`src/rtl/pipe_control_unit.sv`:
```
`default_nettype none
// ============================================================================
// Module   : pipe_control_unit
// Brief    : Pipelined MIPS control unit with ID decode, ID/EX-EX/MEM-MEM/WB
//            control registers and a multi-cycle mult/div busy sequencer.
// Revision : 1.0 - initial release
// ============================================================================
module pipe_control_unit #(
    parameter int MULT_LATENCY = 4,
    parameter int DIV_LATENCY  = 8,
    parameter int CNT_W        = 4
) (
    input  logic       clock,
    input  logic       reset,
    input  logic       instr_valid_d,
    input  logic [5:0] opcode_d,
    input  logic [5:0] func_d,
    input  logic       hazard_stall_d,
    input  logic       flush_e,
    output logic       branch_d,
    output logic       jump_d,
    output logic       if_flush_d,
    output logic       stall_fd,
    output logic       alu_src_e,
    output logic [1:0] alu_op_e,
    output logic [1:0] reg_dst_e,
    output logic       muldiv_start_e,
    output logic       mem_write_m,
    output logic       reg_write_m,
    output logic       reg_write_w,
    output logic       mem_to_reg_w,
    output logic       memory_src_w,
    output logic       muldiv_busy,
    output logic       muldiv_done
);

    localparam logic [0:0]       c_IDLE     = 1'b0;
    localparam logic [0:0]       c_BUSY     = 1'b1;
    localparam logic [CNT_W-1:0] c_MULT_CNT = CNT_W'(MULT_LATENCY - 1);
    localparam logic [CNT_W-1:0] c_DIV_CNT  = CNT_W'(DIV_LATENCY - 1);

    logic       w_branch, w_jump, w_ifFlush, w_aluSrc;
    logic [1:0] w_aluOp, w_regDst;
    logic       w_regWrite, w_memWrite, w_memToReg, w_memSrc;
    logic       w_muldiv, w_usesHilo, w_isDiv;
    logic       w_muldivStall, w_bubble;

    logic       r_aluSrcE, r_regWriteE, r_memWriteE, r_memToRegE, r_memSrcE;
    logic [1:0] r_aluOpE, r_regDstE;
    logic       r_muldivE, r_isDivE;
    logic       r_memWriteM, r_regWriteM, r_memToRegM, r_memSrcM;
    logic       r_regWriteW, r_memToRegW, r_memSrcW;
    logic [0:0]       r_state;
    logic [CNT_W-1:0] r_cnt;

    always_comb begin
        w_branch   = 1'b0;
        w_jump     = 1'b0;
        w_ifFlush  = 1'b0;
        w_aluSrc   = 1'b0;
        w_aluOp    = 2'b00;
        w_regDst   = 2'b00;
        w_regWrite = 1'b0;
        w_memWrite = 1'b0;
        w_memToReg = 1'b0;
        w_memSrc   = 1'b0;
        w_muldiv   = 1'b0;
        w_usesHilo = 1'b0;
        w_isDiv    = 1'b0;
        if (instr_valid_d) begin
            case (opcode_d)
                6'b000000: begin
                    // R-type baseline; the func cases below override it
                    w_regDst   = 2'b01;
                    w_aluOp    = 2'b10;
                    w_regWrite = 1'b1;
                    case (func_d)
                        6'b001000: begin
                            w_jump     = 1'b1;
                            w_ifFlush  = 1'b1;
                            w_aluOp    = 2'b01;
                            w_regWrite = 1'b0;
                        end
                        6'b011000, 6'b011001: begin
                            w_muldiv   = 1'b1;
                            w_regWrite = 1'b0;
                        end
                        6'b011010, 6'b011011: begin
                            w_muldiv   = 1'b1;
                            w_isDiv    = 1'b1;
                            w_regWrite = 1'b0;
                        end
                        6'b010000, 6'b010010: w_usesHilo = 1'b1;
                        default: ;
                    endcase
                end
                6'b100011: begin
                    w_aluSrc   = 1'b1;
                    w_regWrite = 1'b1;
                    w_memToReg = 1'b1;
                end
                6'b101011: begin
                    w_aluSrc   = 1'b1;
                    w_memWrite = 1'b1;
                end
                6'b000100: begin
                    w_branch = 1'b1;
                    w_aluOp  = 2'b01;
                end
                6'b000101: begin
                    w_branch = 1'b1;
                    w_aluOp  = 2'b11;
                end
                6'b000010: begin
                    w_jump    = 1'b1;
                    w_ifFlush = 1'b1;
                    w_aluSrc  = 1'b1;
                end
                6'b000011: begin
                    w_jump     = 1'b1;
                    w_ifFlush  = 1'b1;
                    w_regDst   = 2'b10;
                    w_regWrite = 1'b1;
                    w_memSrc   = 1'b1;
                end
                default: begin
                    w_aluSrc   = 1'b1;
                    w_aluOp    = 2'b11;
                    w_regWrite = 1'b1;
                end
            endcase
        end
    end

    assign w_muldivStall = muldiv_busy & (w_muldiv | w_usesHilo);
    assign stall_fd      = hazard_stall_d | w_muldivStall;
    assign w_bubble      = stall_fd | flush_e;

    // Redirects are suppressed while ID is held so they fire once, on issue
    assign branch_d   = w_branch  & ~stall_fd;
    assign jump_d     = w_jump    & ~stall_fd;
    assign if_flush_d = w_ifFlush & ~stall_fd;

    always_ff @(posedge clock or posedge reset) begin
        if (reset) begin
            r_aluSrcE   <= 1'b0;
            r_aluOpE    <= 2'b00;
            r_regDstE   <= 2'b00;
            r_regWriteE <= 1'b0;
            r_memWriteE <= 1'b0;
            r_memToRegE <= 1'b0;
            r_memSrcE   <= 1'b0;
            r_muldivE   <= 1'b0;
            r_isDivE    <= 1'b0;
            r_memWriteM <= 1'b0;
            r_regWriteM <= 1'b0;
            r_memToRegM <= 1'b0;
            r_memSrcM   <= 1'b0;
            r_regWriteW <= 1'b0;
            r_memToRegW <= 1'b0;
            r_memSrcW   <= 1'b0;
        end else begin
            r_aluSrcE   <= w_bubble ? 1'b0  : w_aluSrc;
            r_aluOpE    <= w_bubble ? 2'b00 : w_aluOp;
            r_regDstE   <= w_bubble ? 2'b00 : w_regDst;
            r_regWriteE <= w_bubble ? 1'b0  : w_regWrite;
            r_memWriteE <= w_bubble ? 1'b0  : w_memWrite;
            r_memToRegE <= w_bubble ? 1'b0  : w_memToReg;
            r_memSrcE   <= w_bubble ? 1'b0  : w_memSrc;
            r_muldivE   <= w_bubble ? 1'b0  : w_muldiv;
            r_isDivE    <= w_bubble ? 1'b0  : w_isDiv;
            r_memWriteM <= r_memWriteE;
            r_regWriteM <= r_regWriteE;
            r_memToRegM <= r_memToRegE;
            r_memSrcM   <= r_memSrcE;
            r_regWriteW <= r_regWriteM;
            r_memToRegW <= r_memToRegM;
            r_memSrcW   <= r_memSrcM;
        end
    end

    // Busy counter holds remaining cycles minus one; zero marks the last
    always_ff @(posedge clock or posedge reset) begin
        if (reset) begin
            r_state <= c_IDLE;
            r_cnt   <= '0;
        end else begin
            case (r_state)
                c_IDLE: begin
                    if (r_muldivE) begin
                        r_state <= c_BUSY;
                        r_cnt   <= r_isDivE ? c_DIV_CNT : c_MULT_CNT;
                    end
                end
                default: begin
                    if (r_cnt == '0) r_state <= c_IDLE;
                    else             r_cnt   <= r_cnt - 1'b1;
                end
            endcase
        end
    end

    assign alu_src_e      = r_aluSrcE;
    assign alu_op_e       = r_aluOpE;
    assign reg_dst_e      = r_regDstE;
    assign muldiv_start_e = r_muldivE;
    assign mem_write_m    = r_memWriteM;
    assign reg_write_m    = r_regWriteM;
    assign reg_write_w    = r_regWriteW;
    assign mem_to_reg_w   = r_memToRegW;
    assign memory_src_w   = r_memSrcW;
    assign muldiv_busy    = (r_state == c_BUSY);
    assign muldiv_done    = (r_state == c_BUSY) && (r_cnt == '0);

endmodule
`default_nettype wire

```
`config.mk`:
```
export PLATFORM = sky130hd
export DESIGN_NAME = pipe_control_unit
export DESIGN_NICKNAME = d
export VERILOG_FILES = /design/src/rtl/pipe_control_unit.sv
export SDC_FILE = /design/constraint.sdc
export NUM_CORES = 1
export LEC_CHECK = 0
export CAP_MARGIN = 20
export CELL_PAD_IN_SITES_DETAIL_PLACEMENT = 0
export CELL_PAD_IN_SITES_GLOBAL_PLACEMENT = 2
export CORE_MARGIN = 8
export CORE_UTILIZATION = 27
export DETAILED_ROUTE_END_ITERATION = 12
export PLACE_DENSITY = 0.89
export RECOVER_POWER = 50
export SYNTH_ARGS = -nofsm -noshare
export SYNTH_HDL_FRONTEND = slang
export SYNTH_SLANG_ARGS = --single-unit
```
`constraint.sdc`:
```
create_clock -name clock -period 1.9 [get_ports clock]
set_clock_uncertainty 0.15 [all_clocks]
set_input_delay 0.285 -clock clock [delete_from_list [all_inputs] [get_ports clock]]
set_output_delay 0.285 -clock clock [all_outputs]
set_load 0.02 [all_outputs]
```
==> flow_summary_export.csv, run 1 <==
group,metric,value,unit
outcome,status,"finished, violations left",
outcome,violations,"negative setup slack",
synth,synth_top_area_cell,"dfrtp_1",
min_path,hold_path_end,"reg_write_m$_DFF_PP0_",
routing,wirelength,2680,µm
critical_path,ff2ff_path_depth,8,
critical_path,worstReg2RegStart,"r_cnt[0]$_DFFE_PP0P_",
critical_path,cp-end-kind,"output pin",
synth,async_flop_share,100,%
place,place_hpwl,2080,µm
final_layout,syn2layout_area_growth,65.9,%
floorplanning,dieHeight,78.2,µm
power,ir_worst_vdd,272,µV
place,port_buffers,33,
synth,syn_avg_cell_area,10.1,µm²
power,seqPwrFrac,51.7,%
synth,ys_types,29,
min_path,hold_path.class,"flop to flop",
synth,synth.ff_latch_count,23,
power,switching_share,25.1,%
routing,drc,0,
power,p_leak,0.852,nW
timing,tightest_slew,1.14,ns
cts,clockBufferDepth,2,
place,gp_congestion,0.738,
power,p_switching,0.256,mW
floorplanning,die_area,0.00611,mm²
power,powerDensity,588,mW/mm²
timing,maxSlewHeadroom,24.2,%
critical_path,cp.arrival,1.58,ns
synth,syn_area,0.00104,mm²
routing,routedWlPerCell,12.5,µm
power,finalPower,1.02,mW
min_path,worstHoldStart,"r_regWriteE$_DFF_PP0_",
cts,cts_hold_buf,0,
cts,clkTransAtPathRegs,0.07,ns
timing,fin_crit_sh,106,%
grt,grt_pass1_wl,4330,µm
power,clkPwrFrac,27.7,%
cts,clock_latency,0.25,ns
power,internal_power,0.762,mW
final_layout,num_antenna_cells,0,
routing,routed_via_density,4.46,
grt,antenna_found_initial,0,
routing,dr_total_vias,955,
timing,hold_ws,0.201,ns
timing,hold_viol,0,
final_layout,drive_above_1_share,31.3,%
critical_path,start_kind,"flop",
synth,synth_top_area_share,55.2,%
synth,synth_nets,122,
critical_path,cp.required,1.46,ns
flow_run,cap_violations,0,
synth,synth_edf_count,0,
synth,synth_common_cells,"dfrtp_1, nor2_1, a21oi_1, inv_1, nor3_1",
routing,ant_nets,0,
floorplanning,rows,22,
cts,htreeDepth,1,
cts,root_buffer,"clkbuf_8",
routing,detail_route.first_pass.iterations,4,
routing,drtIter0Drc,40,
grt,grt_pass1_vias,982,
synth,synthCells,103,
synth,yosysWarnings,0,
power,comb_power_share,20.5,%
timing,fmax,0.497,GHz
grt,grt_overflow,0,
floorplanning,die_w,78.2,µm
timing,timing.final.ws_setup,-0.114,ns
critical_path,r2r-end,"r_cnt[3]$_DFFE_PP0P_",
grt,grtUsageTotal,8.42,%
cts,cts_made_buffers,3,
synth,synth.area.top_cells,"dfrtp_1, nor2_1, a21oi_1, nor3_1, inv_1",
floorplanning,core_area,0.00369,mm²
min_path,holdPathStages,0,
grt,grt_max_degree,24,
synth,synth_ff_type,"dfrtp_1",
critical_path,r2r_slack,0.14,ns
cts,clock_sinks,23,
final_layout,nets,186,
timing,timing.setup.tns,-0.333,ns
synth,synth.most_common_cell,"dfrtp_1",
floorplanning,initial_core_util,28.3,%
synth,synth_seq_area_share,55.2,%
cts,cts_tree,"done",
timing,min_period,2.01,ns
critical_path,worstPathMaxFanout,2,
critical_path,critPathKind,"flop to output pin",
floorplanning,pin_count,34,
timing,setup_viol,3,
timing,maxSlewViolCount,0,
timing,rsz0062_at_grt,"yes",
cell families after synthesis:
group	synth area share (%)
and+or+nand+nor	24.6
xor gates and xnor gates	1.68
buffers and inverters	5.16
DFF	55.2
AOI/OAI and AO/OA	11.0
adders and majority gates	2.40
worst max path at each step:
| stage | slack (ns) | depth (start not counted) | to | from |
|---|---|---|---|---|
| floorplan | -0.17 | 6 | jump_d | muldiv_busy$_DFF_PP0_ |
| finish | -0.11 | 6 | if_flush_d | muldiv_busy$_DFF_PP0_ |
| detailed placement | -0.71 | 4 | if_flush_d | opcode_d[3] |
| global placement | -0.67 | 4 | jump_d | opcode_d[3] |
| global route | -0.19 | 6 | jump_d | muldiv_busy$_DFF_PP0_ |
| CTS | -0.12 | 5 | if_flush_d | muldiv_busy$_DFF_PP0_ |
layer usage:
layer / GRT usage (%) / routed length, µm / up-vias
li1: - / - / 482
met1: 10.2 / 1210 / 431
met2: 14.0 / 1250 / 35
met3: 2.73 / 188 / 7
met4: 2.22 / 38 / 0
met5: 0 / 0 / -
metrics by stage:
| step | utilization, % | worst slack (ns) | cell area (µm²) | cells |
|---|---|---|---|---|
| floorplan | - | -0.173 | 1060 | 103 |
| global placement | 43.4 | -0.674 | 1600 | 202 |
| detailed placement | 43.4 | -0.712 | 1600 | 202 |
| CTS | 45.6 | -0.121 | 1680 | 211 |
| global route | 46.9 | -0.186 | 1730 | 214 |
| finish | 46.9 | -0.114 | 1730 | 214 |
timing repair:
item	CTS	global route
pin swaps	7	3
setup buffers	6	3
gates resized for setup	36	11
endpoints found under the setup margin	5	5
flip-flops by register name (all words and copies together) (netlist names):
name            flops
r_regWriteE         1
alu_src_e           1
r_memSrcE           1
alu_op_e            2
reg_write_w         1
r_memSrcM           1
muldiv_busy         1
r_memToRegM         1
muldiv_start_e      1
r_isDivE            1
reg_dst_e           2
r_memToRegE         1
r_memWriteE         1
mem_write_m         1
mem_to_reg_w        1
reg_write_m         1
r_cnt               4
memory_src_w        1
power groups by stage:
stage	clock network, mW	registers [mW]	logic [mW]
3_3_place_gp	0	0.534	0.195
2_1_floorplan	0	0.538	0.0939
3_5_place_dp	0	0.536	0.200
4_1_cts	0.296	0.526	0.204
5_1_grt	0.314	0.528	0.229
6_report	0.282	0.526	0.209
critical path: stages, from the launching register on:
cell and delay [ns]:
dfrtp_1 0.40, and3_4 0.16, nand3_2 0.07, o211ai_1 0.09, buf_4 0.16, nor4_4 0.28, buf_4 0.18
cell usage in the layout, fill, tap and decap left out, types with 2 or more instances in the layout:
cell and n:
inv_1 8, o211ai_1 2, dlygate4sd2_1 9, clkbuf_8 3, nor3_2 2, dfrtp_1 23, nor2_1 10, nand2_1 5
xor2_1 2, nor3_1 5, nor4_2 2, nor4_1 2, nor4_4 2, nand3_1 3, buf_4 30, nand3_2 2
o21ai_0 3, dlymetal6s2s_1 4, a21oi_1 8, a31oi_1 2, a21o_1 2, clkdlybuf4s50_1 15, nand2b_1 2, ha_1 2
layout make-up:
class,count,area [µm²]
fillers,373,1960
clock inverters,1,5.00
multi-input cells,69,482
inverters,8,30.0
well taps,48,60.1
repair buffers,62,538
clock buffers,3,41.3
flip-flops and latches,23,576
(Power assumes the default switching activity.)
==> run 2, diff against run 1 <==
--- a/config.mk
+++ b/config.mk
@@ -6,4 +6,6 @@
 export NUM_CORES = 1
 export LEC_CHECK = 0
+export ABC_AREA = 1
+export ABC_CLOCK_PERIOD_IN_PS = 1900
 export CAP_MARGIN = 20
 export CELL_PAD_IN_SITES_DETAIL_PLACEMENT = 0
==> constraint.sdc (replaced) <==
create_clock -name clock -period 1.9 [get_ports clock]
set_clock_uncertainty 0.15 [all_clocks]
set_input_delay 0.475 -clock clock [delete_from_list [all_inputs] [get_ports clock]]
set_output_delay 0.475 -clock clock [all_outputs]
set_load 0.02 [all_outputs]
==> flow_summary_export.csv, run 2 <==
group,metric,value,unit
place,gp_congestion,0.780,
power,finalPower,1.03,mW
grt,grt_max_degree,24,
synth,syn_avg_cell_area,9.01,µm²
critical_path,path_delay_family,"simple AND/OR/NAND/NOR gates",
synth,yosys.area_share.adder,2.14,%
place,placed_cell_area,0.00179,mm²
critical_path,crit_chain,"buf_6, or2_1, nor2_2, nand2_2, a21oi_4, buf_6",
synth,synth_top_area_share,49.1,%
cts,clockBufferDepth,2,
synth,synth_common_cells,"dfrtp_1, inv_1, nor2_1",
final_layout,fillerInstances,427,
synth,yosysWarnings,0,
place,port_buffers,33,
synth,synthMuxAreaShare,0,%
place,place_hpwl,2270,µm
grt,grt_pass1_wl,4760,µm
grt,grtUsageTotal,8.77,%
critical_path,start_kind,"input port",
routing,routedWlPerCell,11.1,µm
timing,min_period,1.94,ns
synth,synth_seq_area_share,49.1,%
outcome,status,"finished, violations left",
final_layout,nets,224,
timing,maxSlewHeadroom,64.9,%
cts,clkTransAtPathRegs,0.07,ns
critical_path,critPathKind,"input port to output pin",
final_layout,layout_commonest_cell,"buf_4",
power,ir_worst_vdd,262,µV
critical_path,crit_buf_inv,2,
final_layout,final_cell_mix,"buf_4, dfrtp_1, nand3_1, buf_6",
final_layout,largest_reg_flops,4,
synth,synth_ff_type,"dfrtp_1",
flow_run,cap_violations,0,
routing,drc,0,
floorplanning,dieHeight,81.9,µm
final_layout,design_area,0.00194,mm²
synth,ys_types,27,
routing,routed_via_density,4.34,
synth,async_flop_share,100,%
critical_path,critPathMaxStageDelay,0.23,ns
routing,detail_route.first_pass.iterations,4,
synth,synth-xor-area-share,0.748,%
place,placed_cells_incl_taps,241,
power,p_switching,0.264,mW
final_layout,fin_cells,256,
final_layout,drive_above_1_share,48.0,%
synth,synthCells,130,
power,switching_share,25.5,%
synth,synth_top_area_cell,"dfrtp_1",
synth,synth_top_family_by_area,"simple AND/OR/NAND/NOR gates",
power,clkPwrFrac,28.1,%
synth,syn_area,0.00117,mm²
cts,htreeDepth,1,
timing,timing.final.ws_setup,-0.0390,ns
final_layout,num_antenna_cells,0,
routing,drtIter0Drc,17,
critical_path,cpMaxStageDelayCell,"or2_1",
synth,synth_edf_count,0,
cts,cts_tree,"done",
grt,grt_overflow,0,
timing,fmax,0.516,GHz
critical_path,cp.arrival,1.31,ns
grt,grt_pass1_vias,1169,
synth,synth.ff_latch_count,23,
critical_path,crit_top_cell,"buf_6",
power,comb_power_share,22.6,%
timing,hold_viol,0,
synth,synth.most_common_cell,"dfrtp_1",
synth,synthSimpleGateAreaFrac,35.0,%
floorplanning,die_w,81.9,µm
cts,cts_made_buffers,3,
min_path,hold_path.class,"flop to flop",
cts,clock_sinks,23,
final_layout,syn2layout_area_growth,65.7,%
critical_path,cp.required,1.27,ns
critical_path,cp-end-kind,"output pin",
floorplanning,initial_core_util,27.5,%
power,internal_power,0.770,mW
routing,wirelength,2850,µm
power,powerDensity,533,mW/mm²
timing,maxSlewViolCount,0,
synth,synth_compound_area_share,4.81,%
final_layout,largest_register,"r_cnt",
grt,antenna_found_initial,0,
routing,ant_nets,0,
floorplanning,pin_count,34,
power,p_leak,0.995,nW
critical_path,worstPathMaxFanout,3,
cts,clock_latency,0.26,ns
synth,synth_nets,149,
timing,rsz0062_at_grt,"yes",
floorplanning,rows,24,
cts,cts_hold_buf,0,
floorplanning,die_area,0.00670,mm²
outcome,violations,"negative setup slack",
power,seqPwrFrac,49.4,%
synth,synth.area.top_cells,"dfrtp_1, nand3_1, inv_1, nor2_1, nor2_2",
timing,setup_viol,3,
timing,tightest_slew,0.526,ns
routing,dr_total_vias,1112,
timing,fin_crit_sh,102,%
cts,root_buffer,"clkbuf_8",
floorplanning,core_area,0.00426,mm²
run 2: logic make-up after synthesis:
logic type,count (synthesis)
compound gates,10
fa+ha+maj,2
xor+xnor,1
simple gates,70
flops,23
buf+inv,24
run 2: what timing repair did:
action / 4_1_cts / 5_1_grt
pin swaps: 16 / 11
cloned: 0 / 0
endpoints found under the setup margin: 6 / 6
setup buffers: 10 / 1
resized for setup: 92 / 14
run 2: worst register-to-register path: cells and delay by family, from the launching register on:
kind	cells	cell delay [ns]
compound gates	2	0.15
buf+inv	3	0.31
simple gates	2	0.17
fa+ha+maj	1	0.18
flops	1	0.38
run 2: power groups by stage:
stage	logic [mW]	registers (mW)	clock network, mW
after floorplan	0.0935	0.525	0
after global placement	0.204	0.518	0
after detailed placement	0.215	0.519	0
after CTS	0.227	0.509	0.298
after global routing	0.254	0.511	0.320
final	0.233	0.510	0.290
run 2: metal layers:
metal,GRT usage [%],routed length [µm]
met1,9.65,1240
met2,16.1,1390
met3,1.86,185
met4,3.16,40
met5,0,0
run 2: cell type report:
type,count,area [µm²],area share [%]
clock buffer,3,41.3,2.13
clock inverter,1,5.00,0.258
inverter,22,82.6,4.26
multi-input combinational,83,544,28.0
sequential,23,576,29.7
tap,52,65.1,3.35
timing repair buffer,72,627,32.3
run 2: metrics by stage:
| stage | utilization (%) | TNS [ns] | worst slack, ns | hold slack [ns] |
|---|---|---|---|---|
| after floorplan | - | 0 | 0.00763 | 0.181 |
| after global placement | 41.9 | -4.00 | -0.887 | 0.183 |
| after detailed placement | 41.9 | -4.27 | -0.932 | 0.187 |
| after CTS | 44.4 | -0.245 | -0.0857 | 0.204 |
| after global routing | 45.5 | -0.243 | -0.0809 | 0.212 |
| final | 45.5 | -0.0979 | -0.0390 | 0.201 |
run 2: final timing paths:
kind | slack, ns | start | cells past startpoint | to
max | -0.04 | func_d[4] | 6 | jump_d
min | 0.20 | r_memToRegM$_DFF_PP0_ | 0 | mem_to_reg_w$_DFF_PP0_
max reg2reg | 0.45 | r_cnt[0]$_DFFE_PP0P_ | 8 | r_cnt[2]$_DFFE_PP0P_
min reg2reg | 0.20 | r_memToRegM$_DFF_PP0_ | 0 | mem_to_reg_w$_DFF_PP0_
max in group asynchronous | 0.62 | reset | 3 | r_memSrcM$_DFF_PP0_
min in group asynchronous | 0.62 | reset | 3 | r_cnt[0]$_DFFE_PP0P_
==> run 3, diff against run 2 <==
--- a/constraint.sdc
+++ b/constraint.sdc
@@ -3,3 +3,3 @@
 set_input_delay 0.475 -clock clock [delete_from_list [all_inputs] [get_ports clock]]
 set_output_delay 0.475 -clock clock [all_outputs]
-set_load 0.02 [all_outputs]
+set_load 0.05 [all_outputs]
==> flow_summary_export.csv, run 3 (same netlist as run 2, synthesis figures left out) <==
group,metric,value,unit
outcome,status,"finished, violations left",
floorplanning,die_area,0.00670,mm²
place,port_buffers,33,
timing,hold_viol,0,
final_layout,largest_reg_flops,4,
routing,wirelength,2720,µm
routing,dr_total_vias,1050,
final_layout,final-seq-area,577,µm²
final_layout,largest_register,"r_cnt",
cts,clkTransAtPathRegs,0.07,ns
routing,routed_via_density,4.23,
place,gp_congestion,0.782,
grt,grt_max_degree,24,
cts,htreeDepth,1,
timing,timing.final.ws_setup,-0.0791,ns
final_layout,fillerInstances,420,
routing,drtIter0Drc,21,
critical_path,start_kind,"input port",
timing,fmax,0.505,GHz
power,p_leak,0.961,nW
floorplanning,core_area,0.00426,mm²
critical_path,cp.arrival,1.35,ns
cts,clockBufferDepth,2,
power,ir_worst_vdd,328,µV
grt,grt_overflow,0,
power,powerDensity,538,mW/mm²
critical_path,cp.required,1.27,ns
cts,cts_tree,"done",
floorplanning,dieHeight,81.9,µm
final_layout,nets,216,
final_layout,layout_commonest_cell,"buf_4",
critical_path,worstPathMaxFanout,2,
place,place_hpwl,2200,µm
outcome,violations,"negative setup slack",
timing,min_period,1.98,ns
critical_path,critPathKind,"input port to output pin",
timing,tightest_slew,0.526,ns
power,finalPower,1.04,mW
min_path,worstHoldStart,"r_memSrcM$_DFF_PP0_",
timing,hold_ws,0.200,ns
grt,grt_pass1_wl,4530,µm
cts,root_buffer,"clkbuf_8",
cts,clock_sinks,23,
place,placed_cell_area,0.00179,mm²
final_layout,syn2layout_area_growth,64.4,%
routing,ant_nets,0,
routing,drc,0,
flow_run,cap_violations,0,
timing,fin_crit_sh,104,%
final_layout,drive_above_1_share,53.1,%
final_layout,final_cell_mix,"buf_4, dfrtp_1, nand3_1, nor2_1",
timing,timing.setup.tns,-0.207,ns
critical_path,cp-end-kind,"output pin",
timing,setup_viol,3,
place,post-place-ws,-0.524,ns
critical_path,crit_path_start,"func_d[5]",
timing,rsz0062_at_grt,"yes",
routing,routedWlPerCell,11.0,µm
floorplanning,die_w,81.9,µm
floorplanning,rows,24,
cts,cts_made_buffers,3,
final_layout,multiInputGateArea,569,µm²
cts,clock_latency,0.25,ns
final_layout,design_area,0.00193,mm²
timing,maxSlewViolCount,0,
final_layout,num_antenna_cells,0,
routing,detail_route.first_pass.iterations,4,
timing,maxSlewHeadroom,64.9,%
floorplanning,pin_count,34,
critical_path,worstReg2RegStart,"r_cnt[0]$_DFFE_PP0P_",
grt,grtUsageTotal,8.23,%
floorplanning,initial_core_util,27.5,%
grt,grt_pass1_vias,1089,
min_path,hold_path.class,"flop to flop",
grt,antenna_found_initial,0,
[run 3: changes by cell type in the layout (fill, tap and decap cells not counted), sizes merged]
cell	before	now
buf	55	59
clkbuf	4	5
clkdlybuf4s50	11	1
dlygate4sd2	2	1
dlymetal6s2s	2	0
[run 3: area by class of cell]
class	count	share of cell area, %
flip-flops and latches	23	30.0
inverters	22	4.29
multi-input cells	83	29.6
clock buffers	3	2.14
well taps	52	3.38
repair buffers	64	30.4
clock inverters	1	0.260
[run 3: repair_timing]
| item | 4_1_cts | 5_1_grt |
|---|---|---|
| setup buffers | 7 | 3 |
| setup endpoints to repair | 5 | 5 |
| hold buffers | 0 | 0 |
| resized for setup | 66 | 9 |
| pin swaps | 16 | 11 |
[run 3: layer usage]
metal,up-vias,track usage [%],wire (µm)
li1,546,-,-
met2,24,14.7,1330
met5,-,0,0
met3,2,2.41,207
met4,0,2.11,11
met1,478,9.34,1170
[run 3: metrics by stage]
step	instances	util, %
2_1_floorplan	130	-
3_3_place_gp	234	41.9
3_5_place_dp	234	41.9
4_1_cts	245	44.2
5_1_grt	248	45.2
6_report	248	45.2
[run 3: path summary, 6_finish.rpt]
kind | slack, ns | to | cells after the start
min reg2reg | 0.20 | memory_src_w$_DFF_PP0_ | 0
max reg2reg | 0.46 | r_cnt[2]$_DFFE_PP0P_ | 8
min | 0.20 | memory_src_w$_DFF_PP0_ | 0
max | -0.08 | if_flush_d | 6
min in group asynchronous | 0.63 | r_memToRegM$_DFF_PP0_ | 3
max in group asynchronous | 0.59 | muldiv_busy$_DFF_PP0_ | 3
[run 3: power by group]
part	total, mW	leakage, nW	internal, mW	switching [mW]
registers	0.511	0.315	0.503	0.00806
logic	0.242	0.620	0.114	0.128
clock network	0.283	0.0255	0.146	0.138
[run 3: critical path: stages]
cell	delay, ns
buf_6	0.09
or2_1	0.22
nor2_2	0.11
nand2_2	0.09
a21oi_4	0.19
buf_12	0.16
